**config.mk**
```make
export PLATFORM = sky130hd
export DESIGN_NAME = link_prim_decoder_flat
export DESIGN_NICKNAME = d
export VERILOG_FILES = /design/src/rtl/sata_link_pkg.sv /design/src/rtl/link_prim_decoder_if.sv /design/src/rtl/link_descrambler.sv /design/src/rtl/link_prim_decoder.sv /design/src/flat_wrapper.sv
export SDC_FILE = /design/constraint.sdc
export NUM_CORES = 1
export LEC_CHECK = 0
export CORE_MARGIN = 2
export CORE_UTILIZATION = 55
export DETAILED_ROUTE_END_ITERATION = 10
export PLACE_DENSITY = 0.73
export SLEW_MARGIN = 10
export SYNTH_ARGS = -nofsm -noshare
export SYNTH_HDL_FRONTEND = slang
export SYNTH_SLANG_ARGS = --single-unit
```
**constraint.sdc**
```tcl
create_clock -name clk -period 5.65 [get_ports clk]
set_clock_uncertainty 0.1 [all_clocks]
set_input_delay 0.8475 -clock clk [delete_from_list [all_inputs] [get_ports clk]]
set_output_delay 0.8475 -clock clk [all_outputs]
set_load 0.01 [all_outputs]
```
**src/rtl/sata_link_pkg.sv**
```systemverilog
// Shared SATA link-layer definitions: primitive dwords, decoded code indices,
// scrambler/CRC constants and the per-dword scrambler and CRC helpers.
package sata_link_pkg;

    localparam int CODES_COUNT = 13;

    localparam logic [3:0] CODE_DATA  = 4'd0;
    localparam logic [3:0] CODE_HOLD  = 4'd1;
    localparam logic [3:0] CODE_SYNC  = 4'd2;
    localparam logic [3:0] CODE_DMAT  = 4'd3;
    localparam logic [3:0] CODE_R_OK  = 4'd4;
    localparam logic [3:0] CODE_R_ERR = 4'd5;
    localparam logic [3:0] CODE_X_RDY = 4'd6;
    localparam logic [3:0] CODE_SOF   = 4'd7;
    localparam logic [3:0] CODE_EOF   = 4'd8;
    localparam logic [3:0] CODE_HOLDA = 4'd9;
    localparam logic [3:0] CODE_R_RDY = 4'd10;
    localparam logic [3:0] CODE_R_IP  = 4'd11;
    localparam logic [3:0] CODE_WTRM  = 4'd12;

    localparam logic [31:0] PRIM_ALIGN = 32'h7B4A4ABC;
    localparam logic [31:0] PRIM_CONT  = 32'h9999AA7C;
    localparam logic [31:0] PRIM_SYNC  = 32'hB5B5957C;
    localparam logic [31:0] PRIM_X_RDY = 32'h5757B57C;
    localparam logic [31:0] PRIM_R_RDY = 32'h4A4A957C;
    localparam logic [31:0] PRIM_SOF   = 32'h3737B57C;
    localparam logic [31:0] PRIM_EOF   = 32'hD5D5B57C;
    localparam logic [31:0] PRIM_HOLD  = 32'hD5D5AA7C;
    localparam logic [31:0] PRIM_HOLDA = 32'h9595AA7C;
    localparam logic [31:0] PRIM_R_IP  = 32'h5555B57C;
    localparam logic [31:0] PRIM_R_OK  = 32'h3535B57C;
    localparam logic [31:0] PRIM_R_ERR = 32'h5656B57C;
    localparam logic [31:0] PRIM_WTRM  = 32'h5858B57C;
    localparam logic [31:0] PRIM_DMAT  = 32'h3636B57C;

    localparam logic [15:0] SCR_SEED = 16'hF0F6;
    localparam logic [31:0] CRC_SEED = 32'h52325032;
    localparam logic [31:0] CRC_POLY = 32'h04C11DB7;

    typedef enum logic [2:0] {
        KIND_DATA,
        KIND_PRIM,
        KIND_ALIGN,
        KIND_CONT,
        KIND_ERR
    } dword_kind_e;

    typedef enum logic {
        RX_IDLE,
        RX_FRAME
    } rx_state_e;

    typedef struct packed {
        rx_state_e state;
        logic      cont_active;
        logic      h0_valid;
        logic      h1_valid;
    } rx_dbg_t;

    // Fibonacci LFSR x^16+x^15+x^13+x^4+1; keystream bit i is s[15] before step i.
    function automatic logic [31:0] scr_keystream(input logic [15:0] state);
        logic [15:0] s;
        logic [31:0] ks;
        s  = state;
        ks = '0;
        for (int i = 0; i < 32; i++) begin
            ks[i] = s[15];
            s     = {s[14:0], s[15] ^ s[14] ^ s[12] ^ s[3]};
        end
        return ks;
    endfunction

    function automatic logic [15:0] scr_advance(input logic [15:0] state);
        logic [15:0] s;
        s = state;
        for (int i = 0; i < 32; i++) begin
            s = {s[14:0], s[15] ^ s[14] ^ s[12] ^ s[3]};
        end
        return s;
    endfunction

    // MSB-first CRC-32 update over one dword, no reflection, no final xor.
    function automatic logic [31:0] crc_next(input logic [31:0] crc, input logic [31:0] data);
        logic [31:0] c;
        logic        fb;
        c = crc;
        for (int i = 31; i >= 0; i--) begin
            fb = c[31] ^ data[i];
            c  = {c[30:0], 1'b0};
            if (fb) begin
                c = c ^ CRC_POLY;
            end
        end
        return c;
    endfunction

    function automatic logic [CODES_COUNT-1:0] code_onehot(input logic [3:0] idx);
        logic [CODES_COUNT-1:0] v;
        v      = '0;
        v[idx] = 1'b1;
        return v;
    endfunction

endpackage

```
**src/rtl/link_prim_decoder_if.sv**
```systemverilog
// Phy-rx input bundle and decoded output bundle of the link primitive decoder.
// master drives the phy side and observes results; slave is the decoder.
interface link_prim_decoder_if;

    logic                                  phy_ready;
    logic [31:0]                           phy_data;
    logic [3:0]                            phy_isk;
    logic                                  phy_err;
    logic                                  dword_val;
    logic [sata_link_pkg::CODES_COUNT-1:0] rcvd_dword;
    logic                                  dec_err;
    logic [31:0]                           data_out;
    logic                                  data_val_out;
    logic                                  data_last_out;
    logic                                  crc_good;
    logic                                  crc_bad;

    // No back-pressure: every qualified phy dword is consumed in its cycle,
    // and each result is valid for exactly the one cycle its strobe is high.
    modport master (
        output phy_ready, phy_data, phy_isk, phy_err,
        input  dword_val, rcvd_dword, dec_err, data_out, data_val_out,
        input  data_last_out, crc_good, crc_bad
    );

    modport slave (
        input  phy_ready, phy_data, phy_isk, phy_err,
        output dword_val, rcvd_dword, dec_err, data_out, data_val_out,
        output data_last_out, crc_good, crc_bad
    );

endinterface

```
**src/rtl/link_descrambler.sv**
```systemverilog
// 16-bit SATA scrambler LFSR producing one 32-bit keystream dword per advance.
// Shared by the receive descrambler and the transmit scrambler.
module link_descrambler
    import sata_link_pkg::*;
(
    input  logic        clk,
    input  logic        rst_n,
    input  logic        load,
    input  logic        advance,
    output logic [31:0] keystream
);

    logic [15:0] lfsr_q;
    logic [15:0] lfsr_d;

    always_comb begin
        lfsr_d = lfsr_q;
        if (load) begin
            lfsr_d = SCR_SEED;
        end else if (advance) begin
            lfsr_d = scr_advance(lfsr_q);
        end
    end

    assign keystream = scr_keystream(lfsr_q);

    always_ff @(posedge clk or negedge rst_n) begin
        if (!rst_n) begin
            lfsr_q <= SCR_SEED;
        end else begin
            lfsr_q <= lfsr_d;
        end
    end

endmodule

```
**src/rtl/link_prim_decoder.sv**
```systemverilog
// SATA link receive front end: classifies phy dwords into one-hot primitive codes,
// drops ALIGN, expands CONT, descrambles frame payload and checks the frame CRC.
module link_prim_decoder #(
    parameter int DATA_BYTE_WIDTH = 4,
    parameter int CODES_COUNT     = 13
) (
    input  logic                   clk,
    input  logic                   rst_n,
    link_prim_decoder_if.slave     bus,
    output sata_link_pkg::rx_dbg_t dbg
);

    import sata_link_pkg::*;

    if (DATA_BYTE_WIDTH != 4) begin : g_bad_width
        $error("link_prim_decoder supports only DATA_BYTE_WIDTH == 4");
    end
    if (CODES_COUNT != sata_link_pkg::CODES_COUNT) begin : g_bad_codes
        $error("link_prim_decoder CODES_COUNT must match sata_link_pkg");
    end

    rx_state_e               state_q, state_d;
    logic                    cont_active_q, cont_active_d;
    logic [3:0]              last_code_q, last_code_d;
    logic                    last_valid_q, last_valid_d;
    logic [31:0]             h0_q, h0_d, h1_q, h1_d;
    logic                    h0_valid_q, h0_valid_d, h1_valid_q, h1_valid_d;
    logic [31:0]             crc_q, crc_d;

    logic                    dword_val_q, dword_val_d;
    logic [CODES_COUNT-1:0]  rcvd_dword_q, rcvd_dword_d;
    logic                    dec_err_q, dec_err_d;
    logic [31:0]             data_out_q, data_out_d;
    logic                    data_val_q, data_val_d;
    logic                    data_last_q, data_last_d;
    logic                    crc_good_q, crc_good_d;
    logic                    crc_bad_q, crc_bad_d;

    dword_kind_e             kind;
    logic [3:0]              prim_idx;
    logic                    scr_load, scr_adv;
    logic [31:0]             keystream;
    logic [31:0]             descr;
    logic [31:0]             crc_with_h1;
    logic [31:0]             crc_ref;

    link_descrambler u_descrambler (
        .clk       (clk),
        .rst_n     (rst_n),
        .load      (scr_load),
        .advance   (scr_adv),
        .keystream (keystream)
    );

    assign descr       = bus.phy_data ^ keystream;
    assign crc_with_h1 = crc_next(crc_q, h1_q);

    // Primitives are exactly one K-char in byte 0 (K28.3 or K28.5).
    always_comb begin
        kind     = KIND_ERR;
        prim_idx = CODE_DATA;
        if (bus.phy_err) begin
            kind = KIND_ERR;
        end else if (bus.phy_isk == 4'b0000) begin
            kind = KIND_DATA;
        end else if (bus.phy_isk == 4'b0001 &&
                     (bus.phy_data[7:0] == 8'h7C || bus.phy_data[7:0] == 8'hBC)) begin
            kind = KIND_PRIM;
            case (bus.phy_data)
                PRIM_ALIGN: kind = KIND_ALIGN;
                PRIM_CONT:  kind = KIND_CONT;
                PRIM_SYNC:  prim_idx = CODE_SYNC;
                PRIM_X_RDY: prim_idx = CODE_X_RDY;
                PRIM_R_RDY: prim_idx = CODE_R_RDY;
                PRIM_SOF:   prim_idx = CODE_SOF;
                PRIM_EOF:   prim_idx = CODE_EOF;
                PRIM_HOLD:  prim_idx = CODE_HOLD;
                PRIM_HOLDA: prim_idx = CODE_HOLDA;
                PRIM_R_IP:  prim_idx = CODE_R_IP;
                PRIM_R_OK:  prim_idx = CODE_R_OK;
                PRIM_R_ERR: prim_idx = CODE_R_ERR;
                PRIM_WTRM:  prim_idx = CODE_WTRM;
                PRIM_DMAT:  prim_idx = CODE_DMAT;
                default:    kind = KIND_ERR;
            endcase
        end
    end

    always_comb begin
        state_d       = state_q;
        cont_active_d = cont_active_q;
        last_code_d   = last_code_q;
        last_valid_d  = last_valid_q;
        h0_d          = h0_q;
        h1_d          = h1_q;
        h0_valid_d    = h0_valid_q;
        h1_valid_d    = h1_valid_q;
        crc_d         = crc_q;
        dword_val_d   = 1'b0;
        rcvd_dword_d  = '0;
        dec_err_d     = 1'b0;
        data_out_d    = '0;
        data_val_d    = 1'b0;
        data_last_d   = 1'b0;
        crc_good_d    = 1'b0;
        crc_bad_d     = 1'b0;
        scr_load      = 1'b0;
        scr_adv       = 1'b0;
        crc_ref       = h1_valid_q ? crc_with_h1 : crc_q;

        if (!bus.phy_ready) begin
            cont_active_d = 1'b0;
            if (state_q == RX_FRAME) begin
                state_d    = RX_IDLE;
                crc_bad_d  = 1'b1;
                h0_valid_d = 1'b0;
                h1_valid_d = 1'b0;
            end
        end else begin
            case (kind)
                KIND_ERR: begin
                    dword_val_d = 1'b1;
                    dec_err_d   = 1'b1;
                end
                KIND_ALIGN: begin
                end
                KIND_CONT: begin
                    cont_active_d = 1'b1;
                end
                KIND_DATA: begin
                    if (cont_active_q) begin
                        // Repetition junk: re-report the held primitive, leave the scrambler alone.
                        if (last_valid_q) begin
                            dword_val_d  = 1'b1;
                            rcvd_dword_d = code_onehot(last_code_q);
                        end
                    end else begin
                        dword_val_d  = 1'b1;
                        rcvd_dword_d = code_onehot(CODE_DATA);
                        if (state_q == RX_FRAME) begin
                            scr_adv    = 1'b1;
                            h0_d       = descr;
                            h0_valid_d = 1'b1;
                            h1_d       = h0_q;
                            h1_valid_d = h0_valid_q;
                            if (h1_valid_q) begin
                                data_out_d = h1_q;
                                data_val_d = 1'b1;
                                crc_d      = crc_with_h1;
                            end
                        end
                    end
                end
                default: begin
                    dword_val_d   = 1'b1;
                    rcvd_dword_d  = code_onehot(prim_idx);
                    cont_active_d = 1'b0;
                    last_code_d   = prim_idx;
                    last_valid_d  = 1'b1;
                    if (prim_idx == CODE_SOF) begin
                        state_d    = RX_FRAME;
                        scr_load   = 1'b1;
                        crc_d      = CRC_SEED;
                        h0_valid_d = 1'b0;
                        h1_valid_d = 1'b0;
                    end else if (prim_idx == CODE_EOF && state_q == RX_FRAME) begin
                        // h0 holds the received CRC; h1, if present, is the final payload dword.
                        state_d    = RX_IDLE;
                        h0_valid_d = 1'b0;
                        h1_valid_d = 1'b0;
                        if (h1_valid_q) begin
                            data_out_d  = h1_q;
                            data_val_d  = 1'b1;
                            data_last_d = 1'b1;
                        end
                        if (h0_valid_q && h0_q == crc_ref) begin
                            crc_good_d = 1'b1;
                        end else begin
                            crc_bad_d = 1'b1;
                        end
                    end else if (prim_idx == CODE_SYNC && state_q == RX_FRAME) begin
                        state_d    = RX_IDLE;
                        crc_bad_d  = 1'b1;
                        h0_valid_d = 1'b0;
                        h1_valid_d = 1'b0;
                    end
                end
            endcase
        end
    end

    always_ff @(posedge clk or negedge rst_n) begin
        if (!rst_n) begin
            state_q       <= RX_IDLE;
            cont_active_q <= 1'b0;
            last_code_q   <= CODE_DATA;
            last_valid_q  <= 1'b0;
            h0_q          <= '0;
            h1_q          <= '0;
            h0_valid_q    <= 1'b0;
            h1_valid_q    <= 1'b0;
            crc_q         <= CRC_SEED;
            dword_val_q   <= 1'b0;
            rcvd_dword_q  <= '0;
            dec_err_q     <= 1'b0;
            data_out_q    <= '0;
            data_val_q    <= 1'b0;
            data_last_q   <= 1'b0;
            crc_good_q    <= 1'b0;
            crc_bad_q     <= 1'b0;
        end else begin
            state_q       <= state_d;
            cont_active_q <= cont_active_d;
            last_code_q   <= last_code_d;
            last_valid_q  <= last_valid_d;
            h0_q          <= h0_d;
            h1_q          <= h1_d;
            h0_valid_q    <= h0_valid_d;
            h1_valid_q    <= h1_valid_d;
            crc_q         <= crc_d;
            dword_val_q   <= dword_val_d;
            rcvd_dword_q  <= rcvd_dword_d;
            dec_err_q     <= dec_err_d;
            data_out_q    <= data_out_d;
            data_val_q    <= data_val_d;
            data_last_q   <= data_last_d;
            crc_good_q    <= crc_good_d;
            crc_bad_q     <= crc_bad_d;
        end
    end

    assign bus.dword_val     = dword_val_q;
    assign bus.rcvd_dword    = rcvd_dword_q;
    assign bus.dec_err       = dec_err_q;
    assign bus.data_out      = data_out_q;
    assign bus.data_val_out  = data_val_q;
    assign bus.data_last_out = data_last_q;
    assign bus.crc_good      = crc_good_q;
    assign bus.crc_bad       = crc_bad_q;

    assign dbg = '{state_q, cont_active_q, h0_valid_q, h1_valid_q};

endmodule

```
**src/flat_wrapper.sv**
```systemverilog
// flat-port wrapper written by rule: the top's interface ports become plain ports
module link_prim_decoder_flat import sata_link_pkg::*;
#(
    parameter int DATA_BYTE_WIDTH = 4,
    parameter int CODES_COUNT     = 13
)
  (clk, rst_n, dbg, bus_phy_ready, bus_phy_data, bus_phy_isk, bus_phy_err, bus_dword_val, bus_rcvd_dword, bus_dec_err, bus_data_out, bus_data_val_out, bus_data_last_out, bus_crc_good, bus_crc_bad);
  link_prim_decoder_if bus_i ();
  input  logic clk;
  input  logic rst_n;
  output sata_link_pkg::rx_dbg_t dbg;
  input wire logic [$bits(bus_i.phy_ready)-1:0] bus_phy_ready;
  input wire logic [$bits(bus_i.phy_data)-1:0] bus_phy_data;
  input wire logic [$bits(bus_i.phy_isk)-1:0] bus_phy_isk;
  input wire logic [$bits(bus_i.phy_err)-1:0] bus_phy_err;
  output wire logic [$bits(bus_i.dword_val)-1:0] bus_dword_val;
  output wire logic [$bits(bus_i.rcvd_dword)-1:0] bus_rcvd_dword;
  output wire logic [$bits(bus_i.dec_err)-1:0] bus_dec_err;
  output wire logic [$bits(bus_i.data_out)-1:0] bus_data_out;
  output wire logic [$bits(bus_i.data_val_out)-1:0] bus_data_val_out;
  output wire logic [$bits(bus_i.data_last_out)-1:0] bus_data_last_out;
  output wire logic [$bits(bus_i.crc_good)-1:0] bus_crc_good;
  output wire logic [$bits(bus_i.crc_bad)-1:0] bus_crc_bad;
  assign bus_i.phy_ready = bus_phy_ready;
  assign bus_i.phy_data = bus_phy_data;
  assign bus_i.phy_isk = bus_phy_isk;
  assign bus_i.phy_err = bus_phy_err;
  assign bus_dword_val = bus_i.dword_val;
  assign bus_rcvd_dword = bus_i.rcvd_dword;
  assign bus_dec_err = bus_i.dec_err;
  assign bus_data_out = bus_i.data_out;
  assign bus_data_val_out = bus_i.data_val_out;
  assign bus_data_last_out = bus_i.data_last_out;
  assign bus_crc_good = bus_i.crc_good;
  assign bus_crc_bad = bus_i.crc_bad;
  link_prim_decoder #(.DATA_BYTE_WIDTH(DATA_BYTE_WIDTH), .CODES_COUNT(CODES_COUNT)) u_core (.clk(clk), .rst_n(rst_n), .bus(bus_i), .dbg(dbg));
endmodule
```
# After elaboration in Yosys (flattened, before gate mapping)
# Cells that the tools add are included.
# classes
magnitude_cmp	4
eq_ne	33
muxes	112
bitwise_logic	164
reduce_logical	22
# op_table
cell	n
2-to-1 mux 27 bit	32
inverter 14 bit	32
2-to-1 mux 32 bit	10
equality test 32 x 31 -> 1 bit (second input constant)	6
equality test 32 bit (second input constant)	5
one-hot mux 32 bit (2 select lines)	2
XOR 1 bit	128
equality test 32 x 30 -> 1 bit (second input constant)	3
one-hot mux 4 bit (12 select lines)	1
2-to-1 mux 1 bit	47
2-to-1 mux 13 bit	3
equality test 32 bit	1
2-to-1 mux 16 bit	2
XOR 32 bit	1
one-hot mux 13 bit (2 select lines)	1
2-to-1 mux 4 bit	3
OR reduction 12 bit	1
< comparator 4 x 5 -> 1 bit (second input constant)	2
one-hot mux 1 bit (2 select lines)	5
AND reduction 5 bit	2
2-to-1 mux 3 bit	3
one-hot mux 3 bit (3 select lines)	1
demux 1 bit (select 4 bit)	2
equality test 8 x 7 -> 1 bit (second input constant)	1
25 further kinds	41
# word_totals
ff_bits	172
inputBits	40
output_inout_bits	55
word_cells	353

# Logic depth before layout (Yosys ltp)
# depth
word_depth	72
ltp_mapped	15
depth_no_buf	12

# By module
# From an unflattened synthesis, not the netlist that was laid out.
# hier_totals
cells_unflattened	1283
area_unflattened_um2	13256.5
# modules_own_cells
module	instances	cells_each	area_each_um2	seq_area_each_um2
link_prim_decoder	1	1129	11469.8	3917.5
link_descrambler	1	154	1786.7	412.9

# Worst setup path after synthesis
# OpenSTA, ideal clock, no wires.
# synth_path
kind	flip-flop to flip-flop
startpoint	reg u_core.h1_q[27]
endpoint	reg u_core.crc_bad_q, in the netlist u_core.bus.crc_bad
setup_ns	0.136
arrival_ns	4.207
required_ns	5.414
setup_slack_ns	1.207
path_stages_with_launch	13
n_path_buf	0
period_less_slack_ns	4.443
cell_sequence	dfrtp_1 -> xnor2_2 -> xor3_2 -> xnor3_1 -> xnor3_2 -> xnor2_1 -> xor3_1 -> and3_1 -> a2111oi_0 -> o2111ai_1 -> a2111oi_1 -> a31o_1 -> a21oi_1
# synth_via
elab_chain_len	49
elab_cells_between_ends	79
cone_classes	1 x eq/ne; 34 x mux; 43 x bitwise; 1 x reduce/logical
# synth_lines
element	line_no	text
start: declaration	link_prim_decoder.sv:26	logic [31:0] h0_q, h0_d, h1_q, h1_d;
start signal: assignment	link_prim_decoder.sv:199	h1_q <= '0;
start signal: assignment	link_prim_decoder.sv:217	h1_q <= h1_d;
XOR 1 bit (*)	sata_link_pkg.sv:88	fb = c[31] ^ data[i];
2-to-1 mux 27 bit (*)	sata_link_pkg.sv:90	if (fb) begin
inverter 14 bit (no line)	--	
2-to-1 mux 27 bit	sata_link_pkg.sv:90	
inverter 14 bit (no line)	--	
2-to-1 mux 27 bit (2 in series)	sata_link_pkg.sv:90	
inverter 14 bit (no line)	--	
2-to-1 mux 27 bit	sata_link_pkg.sv:90	
[... 33 more ...]	--	
equality test 32 bit (*)	link_prim_decoder.sv:176	if (h0_valid_q && h0_q == crc_ref) begin
logical AND 1 bit (*)	link_prim_decoder.sv:176	
2-to-1 mux 1 bit (*)	link_prim_decoder.sv:176	
2-to-1 mux 1 bit (*)	link_prim_decoder.sv:166	end else if (prim_idx == CODE_EOF && state_q == RX_FRAME) begin
2-to-1 mux 1 bit (*)	link_prim_decoder.sv:160	if (prim_idx == CODE_SOF) begin
2-to-1 mux 1 bit (*)	link_prim_decoder.sv:120	case (kind)
2-to-1 mux 1 bit (*)	link_prim_decoder.sv:111	if (!bus.phy_ready) begin
named net u_core.crc_bad_d	link_prim_decoder.sv:37	logic crc_bad_q, crc_bad_d;
end signal: assignment	link_prim_decoder.sv:228	crc_bad_q <= crc_bad_d;
end: declaration	link_prim_decoder.sv:37	
# Mark *: on every way through the listed nets, which the timed path passes. The rest lies on a longest branch.
# A chain may end at the register's enable or synchronous reset.

# Worst setup path in the final report
# layout_path
startpoint	reg u_core.h1_q[25]
endpoint	reg u_core.crc_bad_q, in the netlist u_core.bus.crc_bad
# layout_via
elab_chain_len	47
elab_cells_between_ends	73
cone_classes	1 x eq/ne; 32 x mux; 39 x bitwise; 1 x reduce/logical
# layout_lines
element	line_no
XOR 1 bit (*)	sata_link_pkg.sv:88
2-to-1 mux 27 bit (*)	sata_link_pkg.sv:90
inverter 14 bit (no line)	--
2-to-1 mux 27 bit	sata_link_pkg.sv:90
inverter 14 bit (no line) or 2-to-1 mux 27 bit (tied branches)	--
2-to-1 mux 27 bit or inverter 14 bit (tied branches)	--
2-to-1 mux 27 bit	sata_link_pkg.sv:90
inverter 14 bit (no line)	--
[... 32 more ...]	--
equality test 32 bit (*)	link_prim_decoder.sv:176
logical AND 1 bit (*)	link_prim_decoder.sv:176
2-to-1 mux 1 bit (*)	link_prim_decoder.sv:176
2-to-1 mux 1 bit (*)	link_prim_decoder.sv:166
2-to-1 mux 1 bit (*)	link_prim_decoder.sv:160
2-to-1 mux 1 bit (*)	link_prim_decoder.sv:120
2-to-1 mux 1 bit (*)	link_prim_decoder.sv:111
named net u_core.crc_bad_d	link_prim_decoder.sv:37
# Marked as above.

==> results.py <==
metrics = {
    "layout": {
        "postLayoutCellArea_um2": 14500,
        "antenna_cells": 0,
        "area_delta_synth_final_pct": 15.0,
        "drive_gt1_share_pct": 9.44,
        "design.final.nets": 1309,
        "finish.utilization_pct": 64.1,
        "final_cell_count_no_fill": 1567,
    },
    "placed_design": {
        "place.gp.congestion": 1.03,
        "dp.final_hpwl_mm": 27.9,
        "io_buffer_count": 94,
        "numPlacedInstances": 1535,
        "post-place-ws_ns": 0.347,
        "detailed_place.area_um2": 13900,
    },
    "setup_path": {
        "cp-endpoint": "u_core.bus.crc_bad",
        "worstReg2RegEnd": "u_core.bus.crc_bad",
        "worstSetupStartpoint": "u_core.h1_q[25]",
        "worst-endpoint-required_ns": 5.85,
        "crit_path_start_kind": "flip-flop",
        "critical_path.reg2reg.startpoint": "u_core.h1_q[25]",
        "critical_path_class": "reg -> reg",
        "timing.reg2reg.worst_path_depth": 12,
        "critical_path.endpoint_type": "flip-flop",
        "reg2reg_setup_slack_ns": 0.46,
        "cp.arrival_ns": 5.39,
        "path_max_fanout": 6,
    },
    "sta": {
        "min_period_over_period_pct": 91.9,
        "fmaxAchievable_mhz": 193,
        "timing.final.ws_setup_ns": 0.460,
        "final_max_slew_viol_count": 0,
        "final.setup.tns_ns": 0,
        "slew_headroom_pct": 25.2,
        "final-hold-violation-count": 0,
        "period_minus_slack_ns": 5.19,
        "setup_viol": 0,
        "tightestPinTransition_ns": 1.12,
        "rsz0062_at_grt": "false",
        "final.hold.worst_slack_ns": 0.322,
    },
    "power_and_ir_drop": {
        "power.total_mw": 2.52,
        "vdd.ir_drop.worst_mv": 0.200,
        "total_leakage_power_nw": 6.55,
        "power.density_cell_area_nw_per_um2": 174,
    },
    "clock_network": {
        "cts.sinks": 172,
        "post_cts_hold_fix_bufs": 0,
        "number_of_buffers_inserted_during_clock_tree_synthesis": 17,
        "post_cts_repair_resize_count": 0,
        "tritoncts_clock_tree": "built",
        "clk_latency_ns": 0.43,
        "cts.reportedPaths.clkPinSlew_ns": 0.07,
        "max-clock-path-buffers": 2,
        "ctsHtreeMaxLevel": 4,
        "cts.repair_timing.setup_buffer_count": 0,
        "clockRootBuffer": "clkbuf_16",
    },
    "global_routing": {
        "grt_pass1_vias": 9323,
        "largest_net_degree_at_the_start_of_global_routing": 123,
        "grt.total_usage_pct": 31.0,
        "grt_pass1_wl_mm": 55.8,
        "grt.overflow.total": 0,
        "grt_antenna_before_repair": 1,
    },
    "die": {
        "die-area_um2": 24100,
        "top_level_ports": 95,
        "floorplan.core_area_um2": 22600,
        "initial_core_util_pct": 55.7,
        "fp.dieH_um": 155,
        "row_count": 55,
        "die_x_um": 155,
    },
    "run": {
        "max_cap_violations": 0,
    },
    "synthesis": {
        "synthFlopType": "dfrtp_1",
        "synth_top_cell_by_area": "dfrtp_1",
        "top_count_cell_post_synth": "xnor2_1",
        "synth_top_area_share_pct": 30.0,
        "postSynthRegisterBits": 172,
        "synthTopCellsByCount": "xnor2_1 (254), nand2_1 (177), dfrtp_1 (151)",
        "synth_seq_area_share_pct": 34.4,
        "synth_top_cells_by_area": "dfrtp_1 (30%), xnor2_1 (18%), xnor3_1 (12%), xor2_1 (5.6%), nand2_1 (5.3%)",
        "syn-cell-area_um2": 12600,
        "synthesis.nets": 1223,
        "synth_cell_types": 78,
        "postSynthAreaPerCell_um2": 10.6,
        "fraction_of_registers_with_async_set_or_reset_after_synthesis_pct": 100,
        "synth-edff-count": 0,
        "synth.yosys.warnings": 0,
        "synth_cells": 1183,
    },
    "route": {
        "wirelength_mm": 36.1,
        "drt_first_pass_iters": 7,
        "route.detailed.wl_per_inst_um": 23.1,
        "ant_nets_after_route": 0,
        "drt_drc_violations_left": 0,
        "detailedRoute.firstIterationViolations": 800,
        "dr_total_vias": 9286,
        "vias_per_cell": 5.93,
    },
    "hold_path": {
        "holdCritPathClass": "in -> async",
    },
    "outcome": {
        "outcome": "finished clean",
    },
}
routing by layer:
metal | GRT usage (%) | share of wire [%]
met1 | 41.9 | 41
met5 | 0 | 0
met2 | 49.4 | 46
met4 | 13.2 | 4.1
met3 | 5.93 | 8.7
critical path, stage by stage, from the launching register on:
cell	delay, ns
dfrtp_1	0.47
xnor2_2	0.51
xnor3_1	0.62
xnor3_1	0.56
xnor3_1	0.50
xnor2_1	0.37
xor3_1	0.35
and3_1	0.21
a2111oi_0	0.46
o2111ai_1	0.18
a2111oi_1	0.44
a31o_1	0.22
a21oi_1	0.06
flip-flops by register name (all words and copies together) (netlist names), 4 cells and up:
name and flops:
u_core.bus.data_out 32, u_core.crc_q 32, u_core.h0_q 32, u_core.h1_q 32, u_core.u_descrambler.lfsr_q 16, u_core.bus.rcvd_dword 13, u_core.last_code_q 4
worst min-delay path by stage:
stage / start / to / slack, ns
after floorplan: u_core.last_valid_q / u_core.last_valid_q / 0.35
after global placement: u_core.last_valid_q / u_core.last_valid_q / 0.38
after detailed placement: u_core.last_valid_q / u_core.last_valid_q / 0.38
after CTS: rst_n / u_core.bus.data_out[22] / 0.35
after global routing: rst_n / u_core.bus.data_out[22] / 0.38
final: rst_n / u_core.bus.data_out[22] / 0.32
placed cells by master, fill, tap and decap left out, types with 11 or more instances in the layout:
master / synthesis / routed
nand3_1: 12 / 12
o22ai_1: 11 / 11
xor2_1: 81 / 81
xnor3_1: 68 / 68
xnor2_1: 254 / 254
xnor2_2: 13 / 13
nor4_1: 11 / 11
dfrtp_1: 151 / 151
and2_1: 35 / 35
clkdlybuf4s50_1: 0 / 93
clkbuf_16: 0 / 17
nor2_1: 21 / 21
o21ai_0: 88 / 88
inv_1: 12 / 12
nand2_1: 177 / 176
dfstp_2: 21 / 21
a21oi_1: 15 / 14
buf_4: 5 / 26
kinds of logic after synthesis:
| kind of cell | synth area share, % |
|---|---|
| mux | 0.497 |
| simple gates | 12.2 |
| xor+xnor | 41.4 |
| compound gates | 9.26 |
| flops | 34.4 |
| buf+inv | 2.19 |
area by class of cell:
cell class,instances,area [um2]
Inverter,13,48.8
Timing Repair Buffer,120,1140
Multi-Input combinational cell,945,7990
Clock inverter,13,149
Tap cell,285,357
Fill cell,1850,8100
Clock buffer,19,453
Sequential cell,172,4330
report_power, final:
part | leakage, nW | internal (mW) | switching, mW
Clock | 0.296 | 0.617 | 0.555
Combinational | 3.98 | 0.0433 | 0.0672
Sequential | 2.27 | 1.23 | 0.000862
Total | 6.55 | 1.89 | 0.623
(Power assumes the default switching activity.)
